===== src/rtl/div_unit.sv =====
// rtl/div_unit.sv - multi-cycle radix-2 restoring divider for div/divu
module div_unit #(
    parameter int WIDTH = 32
) (
    input  logic                 clk,
    input  logic                 rst,
    input  logic                 flush,
    input  logic                 start,
    input  logic                 signed_op,
    input  logic [WIDTH-1:0]     dividend,
    input  logic [WIDTH-1:0]     divisor,
    output logic                 stall_req,
    output logic                 busy,
    output logic                 done,
    output logic [WIDTH-1:0]     quotient,
    output logic [WIDTH-1:0]     remainder,
    output logic [2*WIDTH+1:0]   hilo_result
);

    typedef enum logic [1:0] {
        S_IDLE,
        S_RUN,
        S_DONE
    } state_t;

    state_t state, state_nx;

    // {rem[WIDTH:0], quo[WIDTH-1:0]}
    logic [2*WIDTH:0]   work;
    logic [WIDTH-1:0]   dvsr_mag;
    logic               q_neg;
    logic               r_neg;
    logic [5:0]         cnt;
    logic [WIDTH-1:0]   quo_r;
    logic [WIDTH-1:0]   rem_r;

    logic [2*WIDTH:0]   shifted;
    logic [2*WIDTH:0]   work_step;
    logic [WIDTH:0]     diff;
    logic [WIDTH-1:0]   a_mag;
    logic [WIDTH-1:0]   b_mag;
    logic [WIDTH-1:0]   quo_fix;
    logic [WIDTH-1:0]   rem_fix;
    logic               last_iter;

    // One restoring step plus operand magnitudes and final sign fix-up.
    always_comb begin
        shifted   = {work[2*WIDTH-1:0], 1'b0};
        diff      = shifted[2*WIDTH:WIDTH] - {1'b0, dvsr_mag};
        work_step = shifted;
        if (shifted[2*WIDTH:WIDTH] >= {1'b0, dvsr_mag}) begin
            work_step[2*WIDTH:WIDTH] = diff;
            work_step[0]             = 1'b1;
        end
        a_mag   = (signed_op && dividend[WIDTH-1]) ? -dividend : dividend;
        b_mag   = (signed_op && divisor[WIDTH-1])  ? -divisor  : divisor;
        quo_fix = q_neg ? -work_step[WIDTH-1:0] : work_step[WIDTH-1:0];
        rem_fix = r_neg ? -work_step[2*WIDTH-1:WIDTH] : work_step[2*WIDTH-1:WIDTH];
        last_iter = (cnt == 6'(WIDTH - 1));
    end

    // State register.
    always_ff @(posedge clk) begin
        if (rst) begin
            state <= S_IDLE;
        end else begin
            state <= state_nx;
        end
    end

    // Next-state and handshake outputs; flush overrides everything.
    always_comb begin
        state_nx  = state;
        stall_req = start && (state != S_DONE) && !flush;
        busy      = (state != S_IDLE);
        done      = (state == S_DONE) && !flush;
        case (state)
            S_IDLE: begin
                if (start) begin
                    state_nx = (divisor == '0) ? S_DONE : S_RUN;
                end
            end
            S_RUN: begin
                if (last_iter) begin
                    state_nx = S_DONE;
                end
            end
            S_DONE: begin
                state_nx = S_IDLE;
            end
            default: begin
                state_nx = S_IDLE;
            end
        endcase
        if (flush) begin
            state_nx = S_IDLE;
        end
    end

    // Operand capture, iteration and result registers.
    always_ff @(posedge clk) begin
        if (rst) begin
            work     <= '0;
            dvsr_mag <= '0;
            q_neg    <= 1'b0;
            r_neg    <= 1'b0;
            cnt      <= '0;
            quo_r    <= '0;
            rem_r    <= '0;
        end else if (flush) begin
            work     <= '0;
            dvsr_mag <= '0;
            q_neg    <= 1'b0;
            r_neg    <= 1'b0;
            cnt      <= '0;
        end else begin
            case (state)
                S_IDLE: begin
                    cnt <= '0;
                    if (start) begin
                        work     <= {{(WIDTH+1){1'b0}}, a_mag};
                        dvsr_mag <= b_mag;
                        q_neg    <= signed_op && (dividend[WIDTH-1] ^ divisor[WIDTH-1]);
                        r_neg    <= signed_op && dividend[WIDTH-1];
                        // Divide by zero skips iteration; result is known now.
                        if (divisor == '0) begin
                            quo_r <= '1;
                            rem_r <= dividend;
                        end
                    end
                end
                S_RUN: begin
                    work <= work_step;
                    cnt  <= cnt + 6'd1;
                    if (last_iter) begin
                        quo_r <= quo_fix;
                        rem_r <= rem_fix;
                    end
                end
                default: begin
                end
            endcase
        end
    end

    assign quotient    = quo_r;
    assign remainder   = rem_r;
    assign hilo_result = done ? {1'b1, 1'b1, rem_r, quo_r} : '0;

endmodule

===== config.mk =====
export PLATFORM = sky130hd
export DESIGN_NAME = div_unit
export DESIGN_NICKNAME = d
export VERILOG_FILES = /design/src/rtl/div_unit.sv
export SDC_FILE = /design/constraint.sdc
export NUM_CORES = 1
export LEC_CHECK = 0
export CAP_MARGIN = 20
export CORE_ASPECT_RATIO = 0.8
export CORE_MARGIN = 2
export CORE_UTILIZATION = 50
export CTS_CLUSTER_DIAMETER = 80
export DETAILED_ROUTE_END_ITERATION = 16
export PLACE_DENSITY = 0.76
export SYNTH_ARGS = -nofsm -noshare
export SYNTH_HDL_FRONTEND = slang
export SYNTH_SLANG_ARGS = --single-unit

===== constraint.sdc =====
create_clock -name clk -period 13.95 [get_ports clk]
set_clock_uncertainty 0.05 [all_clocks]
set_input_delay 2.79 -clock clk [delete_from_list [all_inputs] [get_ports clk]]
set_output_delay 2.79 -clock clk [all_outputs]
set_load 0.1 [all_outputs]

==> metrics, run 1 <==
DRT Wirelength between 40 and 50 mm; Async SR Flop Fraction 0%; TritonRoute pass-1 iters 5; mux cell area share after synthesis 1.42%; setup_tns 0 ps; CP Class primary input to output port; Num CTS Buffers 17; final antenna diode count 0; Worst Setup End Kind output port; CTS tree yes; buffers added on ports 201; nets 1890; Post-synth EDFFs 0; R2R setup slack 8440 ps; CTS Hold Bufs 0; final setup fails 0; Clock Pin Slew Worst Setup and Hold Paths about 60 ps; FF-to-FF path depth 16; Final Hold Vio Count 0; initial DRC count between 1000 and 1500; ANT nets after route 0; period utilization 60.9%; Hold Crit Start dvsr_mag[30]; Layout area overhead 22.3%; Worst Hold End dvsr_mag[30]; Final Max Slew Viols 0; leading area contributor after synthesis dfxtp_1; RSZ-0062 raised after global routing false; syn avg cell area about 7.3 µm²; Period minus WS final around 8500 ps; DRC 0; die area between 20000 and 30000 µm²; library cells used by synthesis 73; num ports slightly above 200; Post-Synth Simple-Gate Area 24.8%; vias in the first global route roughly 11000; Mapped Area 12200 µm²; Crit path required time 11110 ps; M1 GR Usage 46.4%; post-synth top area share around 28%; Synth Warn # 0; HP Class flip-flop to flip-flop; initial antenna violation count 0; first-pass GRT wire length 63.7 mm; synth top area cells dfxtp_1 (28%), a21oi_1 (6.4%), nor2_1 (5.7%); via count 13000; Mapped Cells 1660; Hold Slack 411 ps; synthesized-area fraction occupied by adder cells 3.97%; largest net degree at the start of global routing 93; #FFs+latches synth 170; Starting Density 50.5%; Leak 5.50 nW; number of fillers in the final layout 2217; RePlAce Congestion 0.956; Worst Tran Pin Value 1090 ps; DR vias/cell between 6 and 7; outcome completed; chip height 144 µm; post-route cell area 14900 µm²; Startpoint Class primary input; routed length per placed instance 19.6 µm; CTS root buf clkbuf_16; total track usage 31.9%; Critical Path Fanout Max 67; Slew Limit Headroom 27.3%; total chip power 1.46 mW; peak supply drop 0.0920 mV; largest family of logic cells by synthesized area compound AO/OA/AOI/OAI gates; layout cell share with drive strength beyond 1 3.96%; xor/xnor share of the synthesized area under 10%; met2 usage 46.4%; Util after Layout 61.7%; reg-to-reg endpoint remainder[29]; Post-CTS Resized 0; worst r2r src dvsr_mag[17]; syn_nets 1767; Synth Area in Compound Gates 27.7%; most numerous cell in the Yosys netlist nor2_1; total of max-cap violations 0; clock net sink count 170; FP Rows roughly 50; worst hold stages 2; WP data arrival roughly 5700 ps; clock latency on the worst-skew pair 440 ps; Critical path origin flush; Congestion Overflow GR 0; main flop type after synthesis dfxtp_1; met3 global-route usage 8.62%; Longest Clk Path Bufs 2; core area 24100 µm²; DP Area 14300 µm²; # H-tree levels 4; Detail Placement HPWL 31.0 mm; Die W 179 µm; Synth top cells by count nor2_1 (186), dfxtp_1 (170), nand2_1 (160); busiest grt layer met1; maximum clock rate 118 MHz; register area share after synthesis 27.9%; PwrDens 97.9 nW/µm²; Setup Fix Bufs, Post-CTS 0
## state kept, by name (all words and copies together), names as in the netlist
signal	flops
cnt	6
quotient	32
q_neg	1
state	2
r_neg	1
remainder	32
work	64
dvsr_mag	32
## power by group
group / switching (mW) / internal (mW) / leakage, nW
clock network: 0.210 / 0.278 / 0.289
logic: 0.304 / 0.152 / 3.83
registers: 0.0151 / 0.500 / 1.38
## metal layers
| metal | wire (µm) | part of all wire, % | vias up |
|---|---|---|---|
| met5 | 0 | 0 | - |
| met4 | 836 | 2.0 | 0 |
| met3 | 4180 | 10 | 62 |
| met2 | 17400 | 42 | 581 |
| met1 | 19100 | 46 | 6084 |
| li1 | - | - | 6259 |
## logic make-up (layout without fill, tap and decap cells)
family                   after synthesis  after routing
AO/OA/AOI/OAI                        518            518
XOR/XNOR                             124            124
adder cells (fa/ha/maj)               38             38
buffers and inverters                167            302
flip-flops                           170            170
multiplexers                          17             17
AND/OR/NAND/NOR                      626            626
## per-stage QoR
step / instances / setup WS [ps]
after floorplan: 1660 / 6110
after global placement: 2082 / 5580
after detailed placement: 2082 / 5450
after CTS: 2113 / 5440
after global routing: 2113 / 5300
final: 2113 / 5450
## critical path: stages
cell and delay, ps:
clkdlybuf4s50_1 560, nor2b_4 900, and2_1 240, clkdlybuf4s50_1 1130
## worst max-delay path by stage
stage / slack, ps / cells past startpoint / endpoint
after floorplan: 6110 / 1 / stall_req
after global routing: 5300 / 4 / hilo_result[27]
after CTS: 5440 / 4 / hilo_result[26]
after detailed placement: 5450 / 4 / hilo_result[36]
final: 5450 / 4 / hilo_result[32]
after global placement: 5580 / 4 / hilo_result[33]
## area by class of cell
type / count / area, µm² / area share, %
Inverter: 53 / 199 / 1.34
Sequential cell: 170 / 3400 / 22.8
Clock inverter: 10 / 118 / 0.790
Clock buffer: 21 / 470 / 3.16
Timing Repair Buffer: 218 / 2140 / 14.4
Tap cell: 318 / 398 / 2.67
Multi-Input combinational cell: 1323 / 8170 / 54.8
## cells in the final DEF (no fill, tap or decap), types with 29 or more instances in the layout
cell,instances
dfxtp_1,170
o31ai_1,29
nor2_1,186
ha_1,37
a21oi_1,155
a31oi_1,32
o21ai_0,95
and2_1,74
clkdlybuf4s50_1,201
nor3_1,35
inv_1,53
xor2_1,72
a211oi_1,49
nand3_1,46
xnor2_1,52
nand2_1,159
(Power assumes the default switching activity.)
==> run 2, diff against run 1 <==
--- a/config.mk
+++ b/config.mk
@@ -11,7 +11,7 @@
 export CORE_UTILIZATION = 50
 export CTS_CLUSTER_DIAMETER = 80
 export DETAILED_ROUTE_END_ITERATION = 16
-export PLACE_DENSITY = 0.76
+export PLACE_DENSITY = 0.79
 export SYNTH_ARGS = -nofsm -noshare
 export SYNTH_HDL_FRONTEND = slang
 export SYNTH_SLANG_ARGS = --single-unit
==> constraint.sdc (replaced) <==
create_clock -name clk -period 6.9 [get_ports clk]
set_clock_uncertainty 0.05 [all_clocks]
set_input_delay 1.38 -clock clk [delete_from_list [all_inputs] [get_ports clk]]
set_output_delay 1.38 -clock clk [all_outputs]
set_load 0.1 [all_outputs]
==> metrics, run 2 (synthesis results as in run 1) <==
Post-CTS Resized 0 (unchanged); HP Class flip-flop to flip-flop (unchanged); Net Sw Frac 35.7% (was 36.3%); clock net sink count 170 (unchanged); peak supply drop 0.202 mV (was 0.0920 mV); CTS root buf clkbuf_16 (unchanged); Biggest register work (unchanged); Detail Placement HPWL 31.7 mm (was 31.0 mm); DRT Wirelength 42.6 mm (was 41.5 mm); number of fillers in the final layout 2188 (was 2217); DR vias/cell 6.22 (was 6.15); core area 24100 µm² (unchanged); DRC 0 (unchanged); Longest Clk Path Bufs 2 (unchanged); Leak 5.51 nW (was 5.50 nW); CP top delay family simple AND/OR/NAND/NOR gates (was buffers and inverters); CP Class primary input to flip-flop (was primary input to output port); Setup Fix Bufs, Post-CTS 0 (unchanged); Clock Pin Slew Worst Setup and Hold Paths 70 ps (was 60 ps); # H-tree levels 4 (unchanged); WP data arrival 6040 ps (was 5660 ps); num ports 202 (unchanged); P_int 1.96 mW (was 929 µW); Die W 179 µm (unchanged); vias in the first global route 11600 (was 11400); period utilization between 80 and 90%; first-pass GRT wire length 64.6 mm (was 63.7 mm); maximum clock rate roughly 180 MHz; most common cell after layout, fill and taps aside clkdlybuf4s50_1 (unchanged); routed length per placed instance 20.1 µm (was 19.6 µm); Critical Path Fanout Max 24 (was 67); chip height 144 µm (unchanged); outcome completed (unchanged); Num CTS Buffers 17 (unchanged); Clk pwr share 35.2% (was 33.4%); CTS tree yes (unchanged); commonest non-fill, non-tap cells in the layout clkdlybuf4s50_1 (201), nor2_1 (186), dfxtp_1 (170) (unchanged); max reg flops 64 (unchanged); Hold Crit Start dvsr_mag[30] (unchanged); ANT nets after route 0 (unchanged); Final Hold Vio Count 0 (unchanged); DP Area 14300 µm² (about the same); layout cell share with drive strength beyond 1 3.90% (was 3.96%); Worst path max stage delay 580 ps (was 1130 ps); Slew Limit Headroom 25.7% (was 27.3%); FP Rows 51 (unchanged); initial antenna violation count 1 (was 0); total track usage 32.3% (was 31.9%); total of max-cap violations 0 (unchanged); CP Buf/Inv Count 3 (was 2); worst hold stages 2 (unchanged); nets 1890 (unchanged); Worst Setup End Kind flip-flop (was output port); initial DRC count 1573 (was 1426); PwrDens 204 nW/µm² (was 97.9 nW/µm²); Sw Pwr 1.09 mW (was 529 µW); Starting Density 50.5% (unchanged); Worst Tran Pin Value 1110 ps (was 1090 ps); worst r2r src dvsr_mag[17] (unchanged); die area 25600 µm² (unchanged); CP Cell Sequence clkdlybuf4s50_1 -> inv_1 -> ha_1 -> or3b_2 -> nor4_1 -> and2_1 -> nand4b_1 -> nor4_2 -> a21oi_1 -> or3_1 -> buf_4 -> or4_1 -> mux2i_1 -> o21a_1 (was clkdlybuf4s50_1 -> nor2b_4 -> and2_1 -> clkdlybuf4s50_1); Congestion Overflow GR 0 (unchanged); Crit-path slowest cell or3_1 (was clkdlybuf4s50_1); RePlAce Congestion 0.956 (about the same); TritonRoute pass-1 iters 6 (was 5); largest net degree at the start of global routing 86 (was 93); setup_tns 0 ps (unchanged); final antenna diode count 0 (unchanged); Worst Hold End dvsr_mag[30] (unchanged); final setup fails 0 (unchanged); buffers added on ports 201 (unchanged); post-route cell area 14900 µm² (about the same); via count 13100 (was 13000); Startpoint Class primary input (unchanged); Period minus WS final about 5700 ps; R2R setup slack 1280 ps (was 8440 ps); reg-to-reg endpoint remainder[29] (unchanged); RSZ-0062 raised after global routing false (unchanged); Crit path required time 7240 ps (was 11110 ps); part of the power in registers 34.2% (was 35.3%); Layout area overhead 22.7% (was 22.3%); combinational group share of total power 30.6% (was 31.3%); clock latency on the worst-skew pair 440 ps (about the same); FF-to-FF path depth 13 (was 16); Final Max Slew Viols 0 (unchanged); CTS Hold Bufs 0 (unchanged)
## run 2: cell types whose count changed in the layout (fill, tap and decap cells not counted)
cell / delta
clkinv_4: -2
clkbuf_4: +1
clkbuf_8: -3
buf_4: -2
clkbuf_1: +1
clkinvlp_4: +1
bufinv_16: +3
buf_12: +1
## run 2: worst register-to-register path, stage by stage, from the launching register on
cell	delay, ps
dfxtp_1	330
inv_1	60
ha_1	490
nand4_1	220
nor4_1	670
and4_1	280
a211o_1	170
a211o_1	630
inv_1	480
o41a_1	640
or4_1	600
o31ai_2	280
xor2_1	100
a2111oi_0	470
## run 2: area by class of cell
cell class / instances / area, µm² / share of cell area (%)
Timing Repair Buffer: 218 / 2150 / 14.4
Multi-Input combinational cell: 1323 / 8170 / 54.6
Clock buffer: 19 / 433 / 2.90
Inverter: 53 / 199 / 1.33
Sequential cell: 170 / 3400 / 22.8
Clock inverter: 12 / 198 / 1.32
Tap cell: 318 / 398 / 2.66
## run 2: power groups by stage
stage                     sequential (mW)  clock [mW]  combinational, mW
final                                1.04        1.07              0.934
after global routing                 1.05        1.11               1.00
after CTS                            1.04        1.07              0.906
after detailed placement             1.06           0              0.899
after global placement               1.06           0              0.888
after floorplan                      1.11           0              0.589
## run 2: routing by layer
metal / share of wire, % / up-vias / wire length, µm / GRT usage [%]
met1: 45 / 6180 / 19000 / 45.6
met3: 11 / 72 / 4480 / 10.1
met2: 43 / 635 / 18300 / 47.5
met4: 1.9 / 0 / 811 / 8.43
li1: - / 6261 / - / -
met5: 0 / - / 0 / 0
## run 2: worst max-delay path by stage
stage | slack, ps | endpoint | start | cells past startpoint
2_1_floorplan | 1880 | stall_req | flush | 1
3_3_place_gp | 1060 | remainder[20] | divisor[0] | 14
3_5_place_dp | 820 | remainder[20] | divisor[1] | 14
4_1_cts | 1160 | hilo_result[36] | flush | 4
5_1_grt | 1010 | remainder[20] | divisor[1] | 14
6_report | 1200 | remainder[20] | divisor[1] | 14
## run 2: stage by stage
stage                     std cells  total power, mW  utilization, %  hold slack [ps]  worst slack, ps
after floorplan                1660             1.70               -              382             1880
after global placement         2080             1.95            59.2              397             1060
after detailed placement       2080             1.96            59.2              404              817
after CTS                      2111             3.02            61.9              413             1160
after global routing           2113             3.16            62.0              433             1010
final                          2113             3.05            62.0              409             1200
